<file path="src/rtl/calc_display_scan.sv">
// calc_display_scan: converts a binary value to blanked BCD digits with a
// sequential double-dabble engine, holds them in a display buffer and
// continuously scans that buffer onto the data/pos digit bus.
module calc_display_scan #(
  parameter int WIDTH    = 27,
  parameter int DIGITS   = 8,
  parameter int SCAN_DIV = 1
) (
  input  logic             clock,
  input  logic             reset,
  input  logic             load,
  input  logic [WIDTH-1:0] value,
  input  logic             err_in,
  output logic             busy,
  output logic             done,
  output logic             ovf,
  output logic [3:0]       data,
  output logic [3:0]       pos
);

  localparam int BCD_W = 4 * DIGITS;
  localparam int CNT_W = $clog2(WIDTH + 1);
  localparam int IDX_W = (DIGITS > 1) ? $clog2(DIGITS) : 1;
  localparam int DIV_W = (SCAN_DIV > 1) ? $clog2(SCAN_DIV) : 1;
  // Largest value that fits in eight decimal digits.
  localparam logic [63:0] MAX_SHOW = 64'd99_999_999;

  typedef enum logic {IDLE, CONVERT} state_t;

  state_t           state;
  state_t           state_next;
  logic [WIDTH-1:0] shift;
  logic [BCD_W-1:0] bcd;
  logic [CNT_W-1:0] iter;
  logic [3:0]       buffer [DIGITS];
  logic [IDX_W-1:0] idx;
  logic [DIV_W-1:0] div;

  logic             too_big;
  logic             take_err;
  logic             take_value;
  logic             last_iter;
  logic [BCD_W-1:0] bcd_adj;
  logic [BCD_W-1:0] bcd_step;
  logic [3:0]       blanked [DIGITS];

  assign too_big = 64'(value) > MAX_SHOW;
  assign busy    = (state == CONVERT);

  // Double-dabble correction: every nibble of 5 or more gets +3 before the shift.
  generate
    for (genvar gi = 0; gi < DIGITS; gi++) begin : g_adj
      assign bcd_adj[4*gi +: 4] = (bcd[4*gi +: 4] >= 4'd5) ? bcd[4*gi +: 4] + 4'd3
                                                           : bcd[4*gi +: 4];
    end
  endgenerate

  // One iteration: shift the corrected BCD left, pulling in the next binary MSB.
  assign bcd_step = {bcd_adj[BCD_W-2:0], shift[WIDTH-1]};

  // Leading-zero blanking of the final result; digit 0 is always shown.
  always_comb begin : blank_proc
    logic lead;
    lead = 1'b1;
    for (int i = DIGITS - 1; i >= 0; i--) begin
      if (i != 0 && lead && bcd_step[4*i +: 4] == 4'd0) begin
        blanked[i] = 4'hF;
      end else begin
        blanked[i] = bcd_step[4*i +: 4];
        lead       = 1'b0;
      end
    end
  end

  // State register.
  always_ff @(posedge clock or posedge reset) begin
    if (reset) state <= IDLE;
    else       state <= state_next;
  end

  // Next state and per-cycle control decodes; loads outside IDLE are dropped.
  always_comb begin
    state_next = state;
    take_err   = 1'b0;
    take_value = 1'b0;
    last_iter  = 1'b0;
    case (state)
      IDLE: begin
        if (load) begin
          if (err_in || too_big) begin
            take_err = 1'b1;
          end else begin
            take_value = 1'b1;
            state_next = CONVERT;
          end
        end
      end
      CONVERT: begin
        if (iter == CNT_W'(WIDTH - 1)) begin
          last_iter  = 1'b1;
          state_next = IDLE;
        end
      end
      default: state_next = IDLE;
    endcase
  end

  // Conversion datapath plus the done/ovf status flags.
  always_ff @(posedge clock or posedge reset) begin
    if (reset) begin
      shift <= '0;
      bcd   <= '0;
      iter  <= '0;
      done  <= 1'b0;
      ovf   <= 1'b0;
    end else begin
      done <= take_err | last_iter;
      if (take_err) begin
        ovf <= too_big && !err_in;
      end else if (take_value) begin
        shift <= value;
        bcd   <= '0;
        iter  <= '0;
        ovf   <= 1'b0;
      end else if (state == CONVERT) begin
        shift <= shift << 1;
        bcd   <= bcd_step;
        iter  <= iter + CNT_W'(1);
      end
    end
  end

  // Display buffer: only rewritten on an error load or on the final iteration.
  always_ff @(posedge clock or posedge reset) begin
    if (reset) begin
      for (int i = 0; i < DIGITS; i++) buffer[i] <= (i == 0) ? 4'h0 : 4'hF;
    end else if (take_err) begin
      for (int i = 0; i < DIGITS; i++) buffer[i] <= (i == 0) ? 4'hE : 4'hF;
    end else if (last_iter) begin
      for (int i = 0; i < DIGITS; i++) buffer[i] <= blanked[i];
    end
  end

  // Free-running scan: every SCAN_DIV clocks present the next buffer digit.
  always_ff @(posedge clock or posedge reset) begin
    if (reset) begin
      div  <= '0;
      idx  <= '0;
      data <= 4'h0;
      pos  <= 4'h0;
    end else if (div == DIV_W'(SCAN_DIV - 1)) begin
      div  <= '0;
      data <= buffer[idx];
      pos  <= 4'(idx);
      idx  <= (idx == IDX_W'(DIGITS - 1)) ? '0 : idx + IDX_W'(1);
    end else begin
      div <= div + DIV_W'(1);
    end
  end

endmodule

</file>
<file path="config.mk">
export PLATFORM = sky130hd
export DESIGN_NAME = calc_display_scan
export DESIGN_NICKNAME = d
export VERILOG_FILES = /design/src/rtl/calc_display_scan.sv
export SDC_FILE = /design/constraint.sdc
export NUM_CORES = 1
export LEC_CHECK = 0
export BUFFER_PORTS_ARGS = -buffer_cell sky130_fd_sc_hd__clkbuf_2
export CAP_MARGIN = 0
export CORE_MARGIN = 2
export CORE_UTILIZATION = 47
export CTS_CLUSTER_SIZE = 40
export DETAILED_ROUTE_END_ITERATION = 10
export GPL_ROUTABILITY_DRIVEN = 1
export GPL_TIMING_DRIVEN = 0
export PLACE_DENSITY = 0.72
export SLEW_MARGIN = 20
export SYNTH_ARGS = -nofsm -noshare
export SYNTH_HDL_FRONTEND = slang
export SYNTH_SLANG_ARGS = --single-unit
</file>
<file path="constraint.sdc">
create_clock -name clock -period 3 [get_ports clock]
set_input_delay 0 -clock clock [delete_from_list [all_inputs] [get_ports clock]]
set_output_delay 0 -clock clock [all_outputs]
set_load 0.05 [all_outputs]
</file>
==> results of run 1 <==
[sequential cells by signal, indices dropped and copies added, names as in the netlist]
name    count
bcd        32
buffer     32
busy        1
data        4
done        1
idx         3
iter        5
ovf         1
pos         3
shift      27
[cell families after synthesis]
logic type,share of synthesized area (%)
AO/OA/AOI/OAI,20.8
AND/OR/NAND/NOR,13.9
flip-flops,49.3
buffers and inverters,3.82
multiplexers,6.16
adder cells (fa/ha/maj),4.46
XOR/XNOR,1.56
other,0.0669
[worst max path at each step]
stage                        start                      to  slack (ps)  cells after the start
2_1_floorplan                reset      bcd[0]$_DFFE_PP0P_         170                      1
3_3_place_gp                 reset     bcd[22]$_DFFE_PP0P_       -1070                      2
3_5_place_dp   bcd[20]$_DFFE_PP0P_  buffer[23]$_DFFE_PP1P_          80                      8
4_1_cts        bcd[20]$_DFFE_PP0P_  buffer[27]$_DFFE_PP1P_          20                      8
5_1_grt                  value[12]      bcd[1]$_DFFE_PP0P_         150                      9
6_report                 value[12]      bcd[4]$_DFFE_PP0P_         200                      9
[power by group through the flow]
stage,clock network [mW],registers (mW),logic (mW)
after global routing,1.19,2.70,3.43
after global placement,0,2.61,2.92
final,1.13,2.62,3.09
after floorplan,0,2.60,2.29
after detailed placement,0,2.62,3.04
after CTS,1.14,2.61,3.09
[synthesized netlist by cell type (9+ instances only)]
cell type  count
dfrtp_1       81
and2_1        30
nand2_1       29
dfstp_2       28
a22o_1        27
a221o_1       26
nor2_1        26
inv_1         25
ha_1          20
a2bb2oi_1     19
a21oi_1       18
nand2b_1      18
clkbuf_1      16
o21ai_0       14
mux2i_1       12
o22a_1        11
xnor2_1        9
[cell type report]
cell class	count	share of cell area, %
Sequential cell	109	42.0
Multi-Input combinational cell	342	40.1
Timing Repair Buffer	69	7.72
Clock buffer	12	3.75
Tap cell	143	2.72
Buffer	25	1.83
Inverter	25	1.50
Clock inverter	4	0.361
[through the flow]
step           setup slack, ps  hold WS, ps
2_1_floorplan              172          140
3_5_place_dp              75.8         62.3
6_report                   203         26.4
5_1_grt                    147         57.0
3_3_place_gp             -1070          244
4_1_cts                   21.2         20.9
[per-layer routing]
layer,vias up,share of wire [%]
met3,18,4.7
met5,-,0
met2,109,48
li1,2017,-
met4,0,1.7
met1,2218,46
[repair_timing]
item | 4_1_cts | 5_1_grt
endpoints found under the hold margin | 76 | 0
endpoints found under the setup margin | 0 | 16
hold buffers | 28 | 0
resized for setup | 0 | 1
[worst reg2reg max path, delay by kind of cell, from the launching register on]
| kind | cells | cell delay [ps] |
|---|---|---|
| muxes | 1 | 360 |
| buffers and inverters | 2 | 390 |
| DFF | 1 | 440 |
| adders and majority gates | 1 | 200 |
| and+or+nand+nor | 3 | 550 |
| AOI/OAI and AO/OA | 2 | 590 |
==> summary.md, run 1 <==
| Metric | Value |
|---|---|
| Buf+Inv Stages, Crit Path | 4 |
| Max H-tree Level | 3 |
| Synth warn | 0 |
| Ys async rst share | 100% |
| Vias in the first global route | 4445 |
| Hold Path Depth | 4 |
| Sequential Area | 2760 sq um |
| Mapped Cells | 501 |
| Switching share of power | 39.2% |
| Reg2reg end | buffer[27]$_DFFE_PP1P_ |
| Cell Pwr Density | 1040 nW/um^2 |
| Worst Setup End Kind | flop |
| Clock Tree Root | clkbuf_16 |
| Post-Syn Nets | 552 |
| Total routed wirelength | 13000 microns |
| TritonCTS clock tree | built |
| Critical-path maximum fanout | 10 |
| Logic pwr share | 45.2% |
| Skew-Pair Late Insertion Delay | 360 ps |
| Fin util | 57.1% |
| Starting Density | 48.7% |
| Port Buffer Count | 40 |
| DR pass1 iterations | 8 |
| Post-synth cell types | 51 |
| CP top delay family | simple AND/OR/NAND/NOR gates |
| Post-CTS setup buffers | 0 |
| Least-Margin Pin Slew | 816 ps |
| Slowest stage delay, CP | 550 ps |
| Area after DPL | 6020 sq um |
| Met1 Usage GRT | 29.4% |
| Final Hold Viols | 0 |
| Crit path time final | 2800 ps |
| Commonest cells after routing, fill and taps aside | dfrtp_1 (81), clkbuf_2 (40), and2_1 (30) |
| Detail Placement HPWL | 9010 microns |
| Peak VDD IR | 0.446 mV |
| LEAKAGE | 3.01 nW |
| Switching power | 2.68 mW |
| Worst-path cell chain | dlygate4sd3_1 > clkbuf_2 > or4_1 > or4_4 > a311oi_4 > nor2_2 > buf_6 > buf_2 > a22o_1 |
| Sequential share of the synthesized area | 49.3% |
| Core Rows | 39 |
| First-pass GRT wire length | 22000 microns |
| Die X | 113 microns |
| Total power | 6.84 mW |
| Fmax | 0.358 GHz |
| Slew HR | 45.2% |
| Wire per inst | 17.9 microns |
| Core area | 11500 sq um |
| Post-synth top flop | dfrtp_1 |
| Final Cell Area | 6580 sq um |
| DP Cell Count | 685 |
| Via density | 5.98 |
| Global Route Usage Sum | 21.7% |
| GRT overflow | 0 |
| Kind of critical path | in -> reg |
| Routability congestion estimate from global placement | 0.819 |
| Top Ports | 42 |
| Diode count | 0 |
| Sink Count | 109 |
| Crit path DAT | 3040 ps |
| Met3 Resource Use GR | 4.39% |
| Initial antenna violation count | 0 |
| Largest net degree at the start of global routing | 61 |
| Die Area | 12800 sq um |
| Number of flops mapped to enable cells by yosys | 0 |
| Hold path start | err_in |
| Total number of vias | 4362 |
| Layout Cells excl Fill | 729 |
| Synth area leaders | dfrtp_1 (36%), dfstp_2 (13%), a221o_1 (4.6%) |
| Detail Route Antenna Nets | 0 |
| Clock share of power | 16.5% |
| Worst setup SP type | input pin |
| Clk_skew | 10.6 ps |
| Fill count | 964 |
| Int Pwr | 4.16 mW |
| Seq cells post-synth | 109 |
| Syn Std Cell Area | 5610 sq um |
| Layout Area Growth over Synthesis | 17.3% |
| Area of the multi-input gates | 2640 sq um |
| Clock transition at path regs | 70 ps |
| Critical R2R Launch | bcd[28]$_DFFE_PP0P_ |
| Tightest Hold Check Type | in -> reg |
| Reg power frac | 38.4% |
| WP data required | 3240 ps |
| CTS buffer count | 9 |
| Initial detailed-routing violation count | 313 |
| Nets | 632 |
| Fin Setup TNS | 0 ps |
| R2R setup slack | 370 ps |
| R2R cell count | 9 |
| Max-slew violations | 0 |
| Total of max-cap violations | 0 |
| Commonest non-fill, non-tap cell in the layout | dfrtp_1 |
| Gr busiest metal | met2 |
| Failing checks | design-rule violations |
| Dominant cell type by area after synthesis | dfrtp_1 |
| Layout cells sized above 1 | 18.9% |
| Chip Height | 113 microns |
| Grt met2 use | 35.0% |
| Worst Hold End | ovf$_DFFE_PP0P_ |
| Outcome | finished, violations left |
| Tcrit/Tclk final | 93.2% |
| Clock Tree Buf Depth | 2 |
| Synth Area per Inst | 11.2 sq um |
| CP max-delay cell | dlygate4sd3_1 |
| Residual DRC | 2 |
| Unrepaired setup endpoints after global routing | no |
| # setup viols final | 0 |
| Top cell type's share of synthesized area | 36.1% |
Power figures use the tool's default switching activity.
==> run 2: changes to the inputs <==
- PLACE_DENSITY: 0.72 -> default
- PLACE_DENSITY_LB_ADDON: default -> 0.3
==> summary.md, run 2 (same netlist as run 1, synthesis figures left out) <==
| Metric | Value |
|---|---|
| CTS buffer count | 9 (unchanged) |
| Port Buffer Count | 40 (unchanged) |
| Commonest non-fill, non-tap cell in the layout | dfrtp_1 |
| GRT overflow | 0 (unchanged) |
| Total of max-cap violations | 0 (unchanged) |
| Post-route setup slack | 236 ps (+33.0 ps) |
| Core area | 11500 sq um (unchanged) |
| Layout Cells excl Fill | 729 (unchanged) |
| Clock Tree Root | clkbuf_16 |
| Crit path DAT | 3010 ps (-30 ps) |
| Slowest stage delay, CP | 570 ps (+20 ps) |
| WP data required | 3250 ps (about the same) |
| Residual DRC | 4 (+2) |
| CP Depth | 9 (unchanged) |
| Detail Placement HPWL | 9170 microns (+1.8%) |
| Total power | 6.86 mW (+0.26%) |
| Layout cells sized above 1 | 19.1% (+0.17 points) |
| Nets | 632 (unchanged) |
| Initial antenna violation count | 0 (unchanged) |
| Detail Route Antenna Nets | 0 (unchanged) |
| Wire per inst | 17.7 microns (-0.95%) |
| Least-Margin Pin Slew | 807 ps (-9.09 ps) |
| Outcome | finished, violations left |
| Die Area | 12800 sq um (unchanged) |
| R2R cell count | 8 (-1) |
| LEAKAGE | 3.02 nW (+0.25%) |
| Via density | 5.83 (-2.6%) |
| DP Cell Count | 685 (unchanged) |
| Critical-path maximum fanout | 10 (unchanged) |
| Sink Count | 109 (unchanged) |
| Kind of critical path | in -> reg |
| Critical R2R Launch | bcd[20]$_DFFE_PP0P_ |
| Worst slack, placed | 31.5 ps (-44.3 ps) |
| Hold path start | err_in |
| Initial detailed-routing violation count | 316 (+0.96%) |
| CP max-delay cell | a311oi_4 |
| Worst-path cell chain | dlygate4sd3_1 > clkbuf_2 > or4_1 > or4_4 > a311oi_4 > nor2_2 > buf_6 > buf_2 > a22o_1 |
| Peak VDD IR | 0.472 mV (+5.7%) |
| Source of the critical timing path | value[12] |
| Clk_skew | 8.81 ps (-1.77 ps) |
| Routability congestion estimate from global placement | 0.834 (+1.8%) |
| Slew HR | 45.8% (+0.61 points) |
| Cell Pwr Density | 1040 nW/um^2 (+0.14%) |
| TritonCTS clock tree | built |
| Commonest cells after routing, fill and taps aside | dfrtp_1 (81), clkbuf_2 (40), and2_1 (30) |
| Failing checks | design-rule violations |
| Critical Path Sink | bcd[1]$_DFFE_PP0P_ |
| CP top delay family | simple AND/OR/NAND/NOR gates |
| R2R setup slack | 340 ps (-30 ps) |
| Layout Area Growth over Synthesis | 17.4% |
| Max H-tree Level | 3 (unchanged) |
| Buf+Inv Stages, Crit Path | 4 (unchanged) |
| Largest regs | bcd (32), buffer (32), shift (27) |
| Final Hold Viols | 0 (unchanged) |
| Tightest Hold Check Type | in -> reg |
| Diode count | 0 (unchanged) |
| Max-slew violations | 0 (unchanged) |
| Crit path time final | 2760 ps (-33.0 ps) |
| Worst Setup End Kind | flop |
| Fmax | 0.362 GHz (+1.2%) |
| Global Route Usage Sum | 21.5% (-0.20 points) |
| Post-CTS setup buffers | 0 (unchanged) |
| Top Ports | 42 (unchanged) |
| Vias in the first global route | 4338 (-2.4%) |
| Total number of vias | 4250 (-2.6%) |
| Clock Tree Buf Depth | 2 (unchanged) |
| Largest net degree at the start of global routing | 77 (+26%) |
| Skew-Pair Late Insertion Delay | 360 ps (about the same) |
| Core Rows | 39 (unchanged) |
| Reg2reg end | buffer[27]$_DFFE_PP1P_ |
| Die X | 113 microns (unchanged) |
| Starting Density | 48.7% (unchanged) |
| First-pass GRT wire length | 21800 microns (-0.94%) |
| Tcrit/Tclk final | 92.1% (-1.1 points) |
| Chip Height | 113 microns (unchanged) |
| Total routed wirelength | 12900 microns (-0.95%) |
| DR pass1 iterations | 7 (-1) |
| Unrepaired setup endpoints after global routing | no |
| Worst setup SP type | input pin |
| Clock transition at path regs | 70 ps (about the same) |
| # setup viols final | 0 (unchanged) |
[run 2: cell types whose count changed in the layout (fill, tap and decap cells not counted), sizes merged]
cell,before,now
inv,26,27
clkinv,2,3
clkbuf,68,67
clkinvlp,1,0
[run 2: routing by layer]
metal | global-route usage, % | up-vias | routed length (microns)
met5 | 0 | - | 0
met4 | 6.42 | 0 | 178
met3 | 4.50 | 15 | 479
met2 | 35.2 | 76 | 6210
met1 | 28.8 | 2145 | 6030
li1 | - | 2014 | -
[run 2: what timing repair did]
| item | in CTS | in global routing |
|---|---|---|
| hold buffers | 28 | 0 |
| endpoints found under the setup margin | 1 | 0 |
| gates resized for setup | 1 | 0 |
| endpoints found under the hold margin | 60 | 0 |
[run 2: where the power goes]
part           switching [mW]  internal [mW]
logic                    1.65           1.43
registers               0.491           2.14
clock network           0.551          0.590
total                    2.70           4.16
[run 2: how the worst min path moves through the flow]
stage | to | slack (ps) | cells past startpoint
floorplan | shift[0]$_DFFE_PP0P_ | 140 | 1
global placement | shift[10]$_DFFE_PP0P_ | 250 | 2
detailed placement | bcd[1]$_DFFE_PP0P_ | 8 | 2
CTS | ovf$_DFFE_PP0P_ | 5 | 4
global route | ovf$_DFFE_PP0P_ | 40 | 4
finish | ovf$_DFFE_PP0P_ | 20 | 4
[run 2: cell type report]
class / count / area (sq um)
fill: 999 / 4930
sequential: 109 / 2760
multi-input combinational: 342 / 2640
timing repair buffer: 69 / 508
clock buffer: 11 / 243
tap: 143 / 179
buffer: 25 / 120
inverter: 25 / 98.8
clock inverter: 5 / 35.0
[run 2: metrics by stage]
step / utilization [%] / area [sq um] / TNS (ps) / hold WS [ps]
2_1_floorplan: - / 5610 / 0 / 140
3_3_place_gp: 52.0 / 5990 / -86100 / 246
3_5_place_dp: 52.3 / 6020 / 0 / 8.19
4_1_cts: 57.2 / 6580 / 0 / 4.54
5_1_grt: 57.2 / 6580 / 0 / 40.8
6_report: 57.2 / 6580 / 0 / 18.5
[run 2: worst reg2reg max path, stage by stage (launching register included)]
cell and delay (ps):
dfrtp_1 450, inv_1 100, ha_1 210, nand2b_1 90
a21oi_1 360, mux2i_1 300, nor4b_2 520, nand4_1 300
a2bb2oi_1 250
==> run 3: changes to the inputs <==
- clock period: 3 -> 2.23 ns (I/O delays scaled with it)
==> summary.md, run 3 (same netlist as run 1, synthesis figures left out) <==
| Metric | Value |
|---|---|
| Outcome | finished, violations left |
| Failing checks | design-rule violations |
| Switching share of power | 39.6% (+0.27 points) |
| Layout Area Growth over Synthesis | 25.1% |
| Initial detailed-routing violation count | 306 (-3.2%) |
| Fin Setup TNS | 0 ps (unchanged) |
| Top Ports | 42 (unchanged) |
| Final Hold Viols | 0 (unchanged) |
| Logic pwr share | 48.2% (+3.2 points) |
| LEAKAGE | 3.15 nW (+4.3%) |
| Detail Route Antenna Nets | 0 (unchanged) |
| Worst Setup End Kind | flop |
| Routability congestion estimate from global placement | 0.827 (-0.82%) |
| Clock transition at path regs | 80 ps (about the same) |
| Wire per inst | 18.4 microns (+3.7%) |
| Max-slew violations | 0 (unchanged) |
| Tightest Hold Check Type | in -> reg |
| Fill count | 914 (-8.5%) |
| DP Cell Count | 687 (+0.29%) |
| Residual DRC | 4 (unchanged) |
| Clock share of power | 16.2% (-0.4 points) |
| Sink Count | 109 (unchanged) |
| Switching power | 4.02 mW (+49%) |
| Largest net degree at the start of global routing | 32 (-58%) |
| Hold Path Depth | 3 (-1) |
| Tcrit/Tclk final | 97.4% |
| Skew-Pair Late Insertion Delay | 370 ps (about the same) |
| Commonest cells after routing, fill and taps aside | dfrtp_1 (76), clkbuf_2 (42), and2_1 (30) |
| Crit path DAT | 2480 ps (-530 ps) |
| DR pass1 iterations | 7 (unchanged) |
| Layout cells sized above 1 | 30.0% (+11 points) |
| Clock Tree Root | clkbuf_16 |
| Peak VDD IR | 0.601 mV (+27%) |
| Total routed wirelength | 13700 microns (+6.1%) |
| Vias in the first global route | 4488 (+3.5%) |
| Total of max-cap violations | 0 (unchanged) |
| Cell Pwr Density | 1450 nW/um^2 (+39%) |
| Max H-tree Level | 3 (unchanged) |
| Worst setup SP type | flop |
| Initial antenna violation count | 0 (unchanged) |
| Die X | 113 microns (unchanged) |
| Kind of critical path | reg -> reg |
| Reg power frac | 35.6% (-2.8 points) |
| Critical-path maximum fanout | 7 (-3) |
| Global Route Usage Sum | 22.3% (+0.85 points) |
| Reg2reg end | buffer[20]$_DFFE_PP1P_ |
| First-pass GRT wire length | 22500 microns (+3.6%) |
| Detail Placement HPWL | 9280 microns (+1.2%) |
| # setup viols final | 0 (unchanged) |
| WP data required | 2540 ps (-710 ps) |
| Total number of vias | 4412 (+3.8%) |
| CTS buffer count | 9 (unchanged) |
| Chip Height | 113 microns (unchanged) |
| Core area | 11500 sq um (unchanged) |
| Int Pwr | 6.13 mW (+47%) |
| GRT overflow | 0 (unchanged) |
| Via density | 5.91 (+1.4%) |
| Total power | 10.1 mW (+48%) |
| Critical R2R Launch | bcd[16]$_DFFE_PP0P_ |
| Worst Hold End | buffer[8]$_DFFE_PP1P_ |
| Crit path time final | 2170 ps |
| R2R setup slack | 60 ps (-280 ps) |
| Largest regs | bcd (32), buffer (32), shift (27) |
| Clock Tree Buf Depth | 2 (unchanged) |
| Clk_skew | 11.8 ps (+3.00 ps) |
| TritonCTS clock tree | built |
| Commonest non-fill, non-tap cell in the layout | dfrtp_1 |
| Fmax | 0.460 GHz |
| Diode count | 0 (unchanged) |
| Layout Cells excl Fill | 746 (+2.3%) |
| Die Area | 12800 sq um (unchanged) |
| Hold path start | load |
| Least-Margin Pin Slew | 851 ps (+44.7 ps) |
| Nets | 649 (+2.7%) |
| Core Rows | 39 (unchanged) |
| Slew HR | 42.8% (-3.0 points) |
| R2R cell count | 8 (unchanged) |
| Port Buffer Count | 40 (unchanged) |
| Starting Density | 48.7% (unchanged) |
-- run 3: stage by stage --
stage          hold slack, ps  area (sq um)  setup slack (ps)  utilization, %
6_report                 70.0          7010              58.2            60.9
5_1_grt                  81.9          7010             -21.6            60.9
4_1_cts                  29.9          6720             0.472            58.4
3_5_place_dp             54.6          6050              -768            52.5
3_3_place_gp              246          5990              -656            52.0
2_1_floorplan             140          5610              14.9               -
-- run 3: layer usage --
metal	global-route usage (%)	routed length (microns)
met2	36.6	6790
met5	0	0
met4	6.34	221
met1	29.2	6080
met3	6.16	600
-- run 3: worst max-delay path by stage --
| stage | from | endpoint | slack [ps] |
|---|---|---|---|
| 4_1_cts | bcd[8]$_DFFE_PP0P_ | buffer[24]$_DFFE_PP1P_ | 0.5 |
| 3_3_place_gp | bcd[20]$_DFFE_PP0P_ | buffer[27]$_DFFE_PP1P_ | -660 |
| 5_1_grt | bcd[16]$_DFFE_PP0P_ | buffer[20]$_DFFE_PP1P_ | -20 |
| 2_1_floorplan | bcd[20]$_DFFE_PP0P_ | buffer[20]$_DFFE_PP1P_ | 10 |
| 3_5_place_dp | bcd[20]$_DFFE_PP0P_ | buffer[20]$_DFFE_PP1P_ | -770 |
| 6_report | bcd[16]$_DFFE_PP0P_ | buffer[20]$_DFFE_PP1P_ | 60 |
-- run 3: power groups by stage --
| stage | Combinational (mW) | Clock [mW] | Sequential, mW |
|---|---|---|---|
| final | 4.89 | 1.65 | 3.61 |
| after CTS | 4.32 | 1.67 | 3.53 |
| after floorplan | 3.08 | 0 | 3.49 |
| after global routing | 5.34 | 1.75 | 3.71 |
| after global placement | 3.93 | 0 | 3.51 |
| after detailed placement | 4.08 | 0 | 3.54 |
-- run 3: repair_timing --
action	4_1_cts	5_1_grt
resized for setup	16	51
buffers inserted	3	12
endpoints found under the hold margin	50	0
cloned	0	0
setup endpoints to repair	32	69
pin swaps	2	16
hold buffers	29	0
-- run 3: layout make-up --
| type | count | area (sq um) | area share [%] |
|---|---|---|---|
| clock inverters | 5 | 38.8 | 0.553 |
| flip-flops and latches | 109 | 2770 | 39.5 |
| inverters | 25 | 97.6 | 1.39 |
| repair buffers | 87 | 663 | 9.45 |
| well taps | 143 | 179 | 2.55 |
| clock buffers | 11 | 264 | 3.76 |
| plain buffers | 24 | 124 | 1.77 |
| multi-input cells | 342 | 2880 | 41.0 |
-- run 3: critical path: stages (launching register included) --
cell       delay [ps]
dfrtp_2           460
ha_1              210
nand2b_4          150
nor3b_1           150
nand3b_1          240
nor4b_4           290
buf_4             180
nand4_1           230
a2bb2oi_2         200
